[src/rtl/uart_pkg.sv]
// Shared types and constants for the UART transmit scheduler.
// Optional feature macro: UART_TX_PARITY_EN (adds an even-parity bit per frame).
package uart_pkg;

  localparam int DATA_W = 8;

`ifdef UART_TX_PARITY_EN
  localparam int PARITY_BITS = 1;
  typedef enum logic [2:0] {
    ST_IDLE   = 3'd0,
    ST_WAIT   = 3'd1,
    ST_START  = 3'd2,
    ST_DATA   = 3'd3,
    ST_PARITY = 3'd4,
    ST_STOP   = 3'd5
  } state_t;
`else
  localparam int PARITY_BITS = 0;
  typedef enum logic [2:0] {
    ST_IDLE   = 3'd0,
    ST_WAIT   = 3'd1,
    ST_START  = 3'd2,
    ST_DATA   = 3'd3,
    ST_STOP   = 3'd5
  } state_t;
`endif

  // start bit + data bits + one stop bit
  localparam int FRAME_TICKS_BASE = 1 + DATA_W + 1;

  // Bit periods per frame for a given stop-bit count.
  function automatic int frame_ticks(input int stop_bits);
    return FRAME_TICKS_BASE + PARITY_BITS + stop_bits - 1;
  endfunction

endpackage

[src/rtl/uart_tx_scheduler_rr_arbiter.sv]
// Round-robin requester selection: search starts one above last_grant and wraps.
module rr_arbiter #(
  parameter int NUM_REQ = 4,
  parameter int ID_W    = 2
) (
  input  logic [NUM_REQ-1:0] req,
  input  logic [ID_W-1:0]    last_grant,
  output logic [NUM_REQ-1:0] grant,
  output logic [ID_W-1:0]    grant_idx
);

  logic            hi_found;
  logic            lo_found;
  logic [ID_W-1:0] hi_idx;
  logic [ID_W-1:0] lo_idx;

  // Lowest requester above last_grant, and lowest requester overall for the wrap case.
  always_comb begin
    hi_found = 1'b0;
    lo_found = 1'b0;
    hi_idx   = '0;
    lo_idx   = '0;
    for (int i = NUM_REQ - 1; i >= 0; i--) begin
      if (req[i]) begin
        lo_found = 1'b1;
        lo_idx   = ID_W'(i);
        if (i > int'(last_grant)) begin
          hi_found = 1'b1;
          hi_idx   = ID_W'(i);
        end
      end
    end
  end

  // Prefer the above-last_grant winner; fall back to the wrapped one.
  always_comb begin
    grant_idx = hi_found ? hi_idx : lo_idx;
    grant     = '0;
    if (hi_found || lo_found) grant[grant_idx] = 1'b1;
  end

endmodule

[src/rtl/uart_tx_scheduler.sv]
// Multi-requester UART transmitter; bit timing comes only from tx_clk_en.
// Optional feature macro: UART_TX_PARITY_EN (even-parity bit between data and stop).
//
// state     | meaning
// ----------+-----------------------------------------------------
// ST_IDLE   | line high, arbitrating; byte accepted on transfer
// ST_WAIT   | byte latched, waiting for the tick that starts the start bit
// ST_START  | start bit (tx=0) on the line
// ST_DATA   | data bit bit_cnt on the line, LSB first
// ST_PARITY | even-parity bit on the line (parity build only)
// ST_STOP   | stop bit(s) on the line; bit_cnt counts stop periods
module uart_tx_scheduler
  import uart_pkg::*;
#(
  parameter int NUM_REQ   = 4,
  parameter int STOP_BITS = 1,
  localparam int ID_W     = (NUM_REQ > 1) ? $clog2(NUM_REQ) : 1
) (
  input  logic                      clk,
  input  logic                      rst,
  input  logic                      tx_clk_en,
  input  logic [NUM_REQ-1:0]        req_valid,
  input  logic [DATA_W*NUM_REQ-1:0] req_data,
  output logic [NUM_REQ-1:0]        req_ready,
  output logic [ID_W-1:0]           grant_id,
  output logic                      busy,
  output logic                      tx
);

  state_t              state_q, state_d;
  logic                tx_q, tx_d;
  logic [2:0]          bit_cnt_q, bit_cnt_d;
  logic [2:0]          bit_cnt_nxt;
  logic [DATA_W-1:0]   data_q, data_d;
  logic [ID_W-1:0]     grant_id_q, grant_id_d;
  logic [ID_W-1:0]     last_grant_q, last_grant_d;
  logic [NUM_REQ-1:0]  arb_grant;
  logic [ID_W-1:0]     arb_idx;
  logic [DATA_W-1:0]   sel_byte;

  rr_arbiter #(
    .NUM_REQ (NUM_REQ),
    .ID_W    (ID_W)
  ) u_arb (
    .req        (req_valid),
    .last_grant (last_grant_q),
    .grant      (arb_grant),
    .grant_idx  (arb_idx)
  );

  assign bit_cnt_nxt = bit_cnt_q + 3'd1;

  // Byte of the currently selected requester.
  always_comb begin
    sel_byte = '0;
    for (int i = 0; i < NUM_REQ; i++) begin
      if (arb_grant[i]) sel_byte = req_data[i*DATA_W +: DATA_W];
    end
  end

  // Next-state and handshake logic; everything past IDLE moves only on a tick.
  always_comb begin
    state_d      = state_q;
    tx_d         = tx_q;
    bit_cnt_d    = bit_cnt_q;
    data_d       = data_q;
    grant_id_d   = grant_id_q;
    last_grant_d = last_grant_q;
    req_ready    = '0;
    case (state_q)
      ST_IDLE: begin
        if (rst) req_ready = arb_grant & req_valid;
        if (|req_ready) begin
          data_d       = sel_byte;
          grant_id_d   = arb_idx;
          last_grant_d = arb_idx;
          state_d      = ST_WAIT;
        end
      end
      ST_WAIT: begin
        if (tx_clk_en) begin
          tx_d    = 1'b0;
          state_d = ST_START;
        end
      end
      ST_START: begin
        if (tx_clk_en) begin
          tx_d      = data_q[0];
          bit_cnt_d = 3'd0;
          state_d   = ST_DATA;
        end
      end
      ST_DATA: begin
        if (tx_clk_en) begin
          if (bit_cnt_q != 3'd7) begin
            tx_d      = data_q[bit_cnt_nxt];
            bit_cnt_d = bit_cnt_nxt;
          end else begin
            bit_cnt_d = 3'd0;
`ifdef UART_TX_PARITY_EN
            tx_d      = ^data_q;
            state_d   = ST_PARITY;
`else
            tx_d      = 1'b1;
            state_d   = ST_STOP;
`endif
          end
        end
      end
`ifdef UART_TX_PARITY_EN
      ST_PARITY: begin
        if (tx_clk_en) begin
          tx_d      = 1'b1;
          bit_cnt_d = 3'd0;
          state_d   = ST_STOP;
        end
      end
`endif
      ST_STOP: begin
        if (tx_clk_en) begin
          if (bit_cnt_q == 3'(STOP_BITS - 1)) begin
            bit_cnt_d = 3'd0;
            state_d   = ST_IDLE;
          end else begin
            bit_cnt_d = bit_cnt_nxt;
          end
        end
      end
      default: begin
        tx_d      = 1'b1;
        bit_cnt_d = 3'd0;
        state_d   = ST_IDLE;
      end
    endcase
  end

  // State register; reset aborts any frame and gives requester 0 first priority.
  always_ff @(posedge clk) begin
    if (!rst) begin
      state_q      <= ST_IDLE;
      tx_q         <= 1'b1;
      bit_cnt_q    <= 3'd0;
      data_q       <= '0;
      grant_id_q   <= '0;
      last_grant_q <= ID_W'(NUM_REQ - 1);
    end else begin
      state_q      <= state_d;
      tx_q         <= tx_d;
      bit_cnt_q    <= bit_cnt_d;
      data_q       <= data_d;
      grant_id_q   <= grant_id_d;
      last_grant_q <= last_grant_d;
    end
  end

  assign busy     = (state_q != ST_IDLE);
  assign tx       = tx_q;
  assign grant_id = grant_id_q;

endmodule

[config.mk]
export PLATFORM = sky130hd
export DESIGN_NAME = uart_tx_scheduler
export DESIGN_NICKNAME = d
export VERILOG_FILES = /design/src/rtl/uart_pkg.sv /design/src/rtl/uart_tx_scheduler_rr_arbiter.sv /design/src/rtl/uart_tx_scheduler.sv
export SDC_FILE = /design/constraint.sdc
export NUM_CORES = 1
export LEC_CHECK = 0
export CAP_MARGIN = 20
export CORE_MARGIN = 10
export CORE_UTILIZATION = 46
export DETAILED_ROUTE_END_ITERATION = 7
export GPL_TIMING_DRIVEN = 0
export HOLD_SLACK_MARGIN = 0.06
export PLACE_DENSITY_LB_ADDON = 0.08
export SLEW_MARGIN = 15
export SYNTH_ARGS = -nofsm -noshare
export SYNTH_HDL_FRONTEND = slang
export SYNTH_HIERARCHICAL = 1
export SYNTH_SLANG_ARGS = --single-unit
[constraint.sdc]
create_clock -name clk -period 2.8 [get_ports clk]
set_clock_uncertainty 0.1 [all_clocks]
set_input_delay 0.56 -clock clk [delete_from_list [all_inputs] [get_ports clk]]
set_output_delay 0.56 -clock clk [all_outputs]
set_load 0.01 [all_outputs]
# Word level (Yosys, flattened, before mapping)
# Cells that the tools add are included.
# Widths: inputs -> output; s select.
op_classes:
  addsub: 1
  order_cmp: 6
  eq_ne: 12
  muxes: 52
  n_bitwise: 3
  reduce_logical: 12
op_table:
  columns: ["cell", "n"]
  rows:
  - ["$mux 3", 12]
  - ["$mux 8", 4]
  - ["$mux 2", 11]
  - ["$mux 1", 16]
  - ["$mux 4", 4]
  - ["$pmux 3 s5", 1]
  - ["$ne 2x2->1 const B", 7]
  - ["$pmux 3 s4", 1]
  - ["$reduce_and 4->1", 2]
  - ["$reduce_and 7->1", 1]
  - ["$eq 3x2->1 const B", 2]
  - ["$logic_not 3->1", 2]
  - ["$and 4x4->4", 1]
  - ["$gt 2x2->1 const A", 2]
  - ["$lt 3x4->1 const B", 1]
  - ["$pmux 1 s4", 1]
  - ["$reduce_or 2->1", 2]
  - ["$reduce_or 4->1", 1]
  - ["$add 3x1->3 const B", 1]
  - ["$bmux 1 s3", 1]
  - ["$eq 3x1->1 const B", 1]
  - ["$eq 3x3->1 const B", 1]
  - ["$lt 2x3->1 const B", 1]
  - ["$ne 3x3->1 const B", 1]
  - ["other kinds (8)", 9]
word_totals:
  reg_bits: 19
  input_bits: 39
  output_inout_bits: 8
  word_cells: 92

# Depth between registers and ports, before layout
logic_depth:
  depth_word: 19
  depth_mapped: 10
  depth_no_buf: 7

# Modules after synthesis
# Netlist, hierarchy kept.
modules_own_cells:
  columns: ["mod", "instances", "cells_each", "area_per_inst_um2", "seq_area_each_um2"]
  rows:
  - ["uart_tx_scheduler", 1, 158, 1237.4, 380.4]
  - ["rr_arbiter", 1, 29, 207.7, 0.0]

# Least setup slack after synthesis
# No wires, ideal clock.
synth_path:
  kind: "in2out"
  from: "input req_valid[3]"
  to: "output req_ready[2]"
  t_arrival_ns: 1.871
  t_required_ns: 2.140
  path_slack_ns: 0.269
  cell_stages: 8
  n_path_buf: 3
  path_cell_list: "buf_2 > nand2b_4 > nand2b_1 > a221oi_1 > clkbuf_1 > clkbuf_1 > nand2_1 > nor2_1"
synth_via:
  elab_chain_len: 15
  elab_cells_between_ends: 30
  cone_classes: "2 x order compare; 25 x mux; 1 x bitwise; 2 x reduce/logical"
synth_rtl:
  columns: ["item", "line_no", "text"]
  rows:
  - ["from (decl)", "uart_tx_scheduler.sv:22", "input logic [NUM_REQ-1:0] req_valid,"]
  - ["$mux 2 or $mux 1 (tied branches)", "uart_tx_scheduler_rr_arbiter.sv:24", "if (req[i]) begin"]
  - ["$mux 2 or $mux 1 (tied branches)", "uart_tx_scheduler_rr_arbiter.sv:27", "if (i > int'(last_grant)) begin"]
  - ["$mux 2 or $mux 1 (tied branches)", "uart_tx_scheduler_rr_arbiter.sv:24", null]
  - ["$mux 2 or $mux 1 (tied branches)", "uart_tx_scheduler_rr_arbiter.sv:27", null]
  - ["$mux 2 or $mux 1 (tied branches)", "uart_tx_scheduler_rr_arbiter.sv:24", null]
  - ["$mux 2", "uart_tx_scheduler_rr_arbiter.sv:37", "grant_idx = hi_found ? hi_idx : lo_idx;"]
  - ["$lt 2x3->1 (implied by the code) or $ge 2x1->1 (tied branches)", "uart_tx_scheduler_rr_arbiter.sv:39", "if (hi_found || lo_found) grant[grant_idx] = 1'b1;"]
  - ["$logic_and 1x1->1 (implied by the code)", "uart_tx_scheduler_rr_arbiter.sv:39", null]
  - ["$mux 1 (implied by the code)", "uart_tx_scheduler_rr_arbiter.sv:39", null]
  - ["$demux 1 s2", null, null]
  - ["$mux 4 *", "uart_tx_scheduler_rr_arbiter.sv:39", null]
  - ["net arb_grant[2]", "uart_tx_scheduler.sv:37", "logic [NUM_REQ-1:0] arb_grant;"]
  - ["$and 4x4->4 *", "uart_tx_scheduler.sv:72", "if (rst) req_ready = arb_grant & req_valid;"]
  - ["$mux 4 *", "uart_tx_scheduler.sv:72", null]
  - ["$mux 4 * (2 in a row)", "uart_tx_scheduler.sv:70", "case (state_q)"]
  - ["to (decl)", "uart_tx_scheduler.sv:24", "output logic [NUM_REQ-1:0] req_ready,"]
# The timed path passes the listed nets; every way through them passes the cells marked *. The select of a mux whose other input is x is not followed.

# Worst setup path after layout
layout_path:
  from: "input req_valid[1]"
  to: "output req_ready[3]"
layout_via:
  elab_chain_len: 12
  elab_cells_between_ends: 18
  cone_classes: "2 x order compare; 13 x mux; 1 x bitwise; 2 x reduce/logical"
layout_rtl:
  columns: ["item", "line_no"]
  rows:
  - ["$mux 2 (2 in a row)", "uart_tx_scheduler_rr_arbiter.sv:24"]
  - ["$mux 2", "uart_tx_scheduler_rr_arbiter.sv:37"]
  - ["$lt 2x3->1 (implied by the code) or $ge 2x1->1 (tied branches)", "uart_tx_scheduler_rr_arbiter.sv:39"]
  - ["$logic_and 1x1->1 (implied by the code)", "uart_tx_scheduler_rr_arbiter.sv:39"]
  - ["$mux 1 (implied by the code)", "uart_tx_scheduler_rr_arbiter.sv:39"]
  - ["$demux 1 s2", null]
  - ["$mux 4 *", "uart_tx_scheduler_rr_arbiter.sv:39"]
  - ["net arb_grant[3]", "uart_tx_scheduler.sv:37"]
  - ["$and 4x4->4 *", "uart_tx_scheduler.sv:72"]
  - ["$mux 4 *", "uart_tx_scheduler.sv:72"]
  - ["$mux 4 * (2 in a row)", "uart_tx_scheduler.sv:70"]
# Marks and branches as above.

==> results <==
- At the pin with the least slew margin, the transition time is 496 ps.
- The relative contribution of sequential cells to total power is 38.7%.
- The proportion of total power due to net switching is 34.2%.
- The count of nets left with antenna violations once routing finished came out at 0.
- The arrival time reported for the critical path endpoint is 1980 ps.
- The wire-length estimate of the detail-placed layout is 3640 µm.
- Data on the critical path is required at its endpoint by 2140 ps.
- The iteration-0 DRC count of the detailed router is 125.
- Leaving out fill and tap cells, the most frequent cell in the layout is sky130_fd_sc_hd__clkdlybuf4s50_1.
- The overall die width is 76.1 µm.
- The final weighted congestion of routability-driven global placement is 0.895.
- Global routing consumed, over all layers together, 15.1% of the routing resources.
- The kind of end point of the critical path is an output pin.
- The signal on the critical path passes through dlygate4sd2_1 > a21o_1 > a21oi_1 > o21a_4 > clkbuf_4 > nand2_1 > nor2_1 > clkbuf_2.
- The first detailed-routing pass ran for 4 iterations.
- The number of maximum-capacitance violations is 0.
- In this run the deepest clock path goes through 2 buffers.
- Clock-pin slew was measured on the worst setup and hold paths at 110 ps.
- The initial core utilization is 47.7%.
- The clock network accounts for 16.7% of the total power.
- The critical-path maximum fanout is 10.
- The core region is 0.00303 mm².
- The floorplan row count is 20.
- The tree is rooted in a sky130_fd_sc_hd__clkbuf_4.
- Counting both buffers and inverters, the worst setup path holds a total of 3.
- The top-area cell type share of the netlist area is 26.3%.
- The number of library cell types mapped by synthesis is 44.
- The final worst-path cycle share is 94.4%.
- Of the cells placed in the final design, the portion with a size suffix greater than 1 is 13.1%.
- The post-route DRC violation count is 0.
- In the layout the commonest cells are sky130_fd_sc_hd__clkdlybuf4s50_1 (37), sky130_fd_sc_hd__dfxtp_1 (18), sky130_fd_sc_hd__inv_1 (16).
- Sequential elements use 26.3% of the synthesized area.
- Synthesis handed over a netlist of 187 instances.
- The first global-routing pass estimated 7580 µm of wire.
- After synthesis the netlist holds a flip-flop and latch count of 19.
- The clock tree from TritonCTS is done.
- The growth of design area from synthesis to finish is 39.9%.
- Timing would allow up to 378 MHz.
- The final-report max-slew violation count is 0.
- The share of flip-flops with an asynchronous set or reset after synthesis is 0%.
- The slowest stage of the critical path belongs to the cell sky130_fd_sc_hd__dlygate4sd2_1.
- The biggest cell delay along the critical path is 340 ps.
- The number of antenna violations at the first check in global routing is 0.
- For this design, the sink count on the clock tree is 19.
- The quantity of hold-fixing buffers added after cts is 0.
- The areal power density over the cells is 411 mW/mm².
- The kind of cell adding the most delay to the critical path is buffers and inverters.
- The worst setup path is launched from an input port.
- The final worst hold slack is 397 ps.
- Ranked by total cell area, the synthesized netlist is headed by sky130_fd_sc_hd__dfxtp_1 (26%), sky130_fd_sc_hd__a21oi_1 (5.2%), sky130_fd_sc_hd__a221oi_1 (4.8%).
- Across the VDD grid, the largest voltage drop is 0.260 mV.
- Input and output buffers added on the ports amount to 46.
- The final route contains 1600 vias.
- Cells fill 66.8% of the core in the end.
- Measured against its own limit, the worst slew margin works out to 66.9%.
- The internal power of the cells totals 0.546 mW.
- The net total in the final layout is 280.
- The die area is 0.00578 mm².
- The power consumption is 0.830 mW.
- The largest area contributor in the netlist is sky130_fd_sc_hd__dfxtp_1.
- In this run the number of H-tree levels came out at 1.
- Dividing the synthesized area by the synthesized cell count gives 7.73 µm².
- Once placement finished, the instance area stood at 0.00196 mm².
- The total non-filler cell area in the finished layout is 0.00202 mm².
- Counting every net in the synthesized netlist gives 229.
- Dividing the detail-routed via count by the number of cells gives 5.69.
- In the synthesized netlist the dominant register cell turns out to be sky130_fd_sc_hd__dfxtp_1.
- Setup repair after global routing left no endpoint under its margin.
- The synthesized design contains 0 enable-type register cells.
- The share of power burned in combinational logic is 44.6%.
- Buffers inserted during clock tree synthesis total 3.
- The worst path in the final design needs a cycle of 2640 ps, including I/O delays and setup.
- Wires add up to 4500 µm.
- The global-route congestion overflow total is 0.
- The number of synthesis warnings is 6.
- The flow ran to the end, and the final reports show no timing, DRC or antenna violations.
- The antenna cell count is 0.
- The count of endpoints failing hold in the final timing report is 0.
- Summing every instance area after synthesis gives 0.00145 mm².
- The clock latency on the worst-skew pair is 300 ps.
- The start-to-end type of the worst setup path is in2out.
- In the final routed layout, each cell accounts on average for 16.0 µm.
- In this run the static leakage power is 0.793 nW.
- 47 I/O pins were placed.
- The class of the worst hold path is reg2reg.
- The die is 76.1 µm tall.
- The maximum number of pins on one net before global-route repair is 12.
- The setup violation total in the final timing report is 0.
- The via count of the first global-routing pass came to 1624.
- Summed over all failing endpoints, the final setup total negative slack is 0 ps.
- The reported net switching power is 0.284 mW.
## routing by layer
| layer | part of all wire (%) | routed length (µm) | GRT usage, % | vias up |
|---|---|---|---|---|
| met3 | 4.8 | 214 | 3.89 | 10 |
| met2 | 54 | 2420 | 28.0 | 43 |
| met1 | 40 | 1780 | 16.5 | 747 |
| met4 | 1.7 | 76 | 3.90 | 0 |
| met5 | 0 | 0 | 0 | - |
| li1 | - | - | - | 800 |
## Yosys cell counts, types with 2 or more instances
cell                        n
sky130_fd_sc_hd__a211o_1    7
sky130_fd_sc_hd__a211oi_1   2
sky130_fd_sc_hd__a21o_1     2
sky130_fd_sc_hd__a21oi_1   15
sky130_fd_sc_hd__a221oi_1   8
sky130_fd_sc_hd__a22o_1     2
sky130_fd_sc_hd__a22oi_1    4
sky130_fd_sc_hd__a31oi_1    7
sky130_fd_sc_hd__buf_2      2
sky130_fd_sc_hd__buf_6      3
sky130_fd_sc_hd__clkbuf_1   9
sky130_fd_sc_hd__dfxtp_1   19
sky130_fd_sc_hd__ha_1       3
sky130_fd_sc_hd__inv_1     16
sky130_fd_sc_hd__mux4_2     2
sky130_fd_sc_hd__nand2_1   15
sky130_fd_sc_hd__nand2b_1  10
sky130_fd_sc_hd__nand3_1    3
sky130_fd_sc_hd__nand4_1    3
sky130_fd_sc_hd__nor2_1    10
sky130_fd_sc_hd__nor2b_1    4
sky130_fd_sc_hd__o21a_1     2
sky130_fd_sc_hd__o21ai_0    9
sky130_fd_sc_hd__o21ai_1    8
sky130_fd_sc_hd__o22ai_1    3
## power groups by stage
stage                     sequential [mW]  combinational, mW  clock [mW]
after CTS                           0.321              0.370       0.141
final                               0.321              0.370       0.139
after global placement              0.325              0.342           0
after detailed placement            0.327              0.356           0
after floorplan                     0.323              0.222           0
after global routing                0.326              0.408       0.155
## final timing paths
check | from | slack [ps] | cells after the start | to
worst min register to register | grant_id[0] | 400 | 2 | grant_id[0]
worst max register to register | last_grant_q[1] | 540 | 10 | data_q[3]
worst min-delay path | grant_id[0] | 400 | 2 | grant_id[0]
worst max-delay path | req_valid[1] | 160 | 8 | req_ready[3]
## state kept, by name (all words and copies together) (netlist names)
| signal | cells |
|---|---|
| grant_id | 2 |
| data_q | 8 |
| last_grant_q | 2 |
| state_q | 3 |
| tx | 1 |
| bit_cnt_q | 3 |
## cell families after synthesis
family / share of synthesized area [%]
DFF: 26.3
adders and majority gates: 2.60
AOI/OAI and AO/OA: 38.4
xor gates and xnor gates: 0.606
and+or+nand+nor: 18.4
buffers and inverters: 9.87
muxes: 3.81
## cell type report
type                    count  area, µm²
well taps                  44       55.1
fillers                   288       1010
clock buffers               3       22.5
plain buffers              14        115
flip-flops and latches     19        382
inverters                  16       60.1
clock inverters             1       5.00
repair buffers             47        442
multi-input cells         137        941
## worst register-to-register path, cell delays in order (launching register included)
cell and delay, ps:
sky130_fd_sc_hd__dfxtp_2 350, sky130_fd_sc_hd__clkbuf_4 180, sky130_fd_sc_hd__nand2b_1 180, sky130_fd_sc_hd__a221oi_2 280, sky130_fd_sc_hd__buf_4 160, sky130_fd_sc_hd__buf_4 150, sky130_fd_sc_hd__a22oi_1 130, sky130_fd_sc_hd__a21oi_4 240
sky130_fd_sc_hd__buf_6 160, sky130_fd_sc_hd__o21ai_1 70, sky130_fd_sc_hd__a31oi_1 170
## what timing repair did
item                                    4_1_cts  5_1_grt
endpoints found under the hold margin         0        0
buffers inserted                              1        0
pin swaps                                     0        1
endpoints found under the setup margin        4        2
gates resized for setup                      31        8
## stage by stage
step	cells	worst slack, ps
finish	281	158
global route	281	75.5
CTS	281	12.0
detailed placement	277	-953
global placement	277	-862
floorplan	187	269
(Power assumes the default switching activity.)
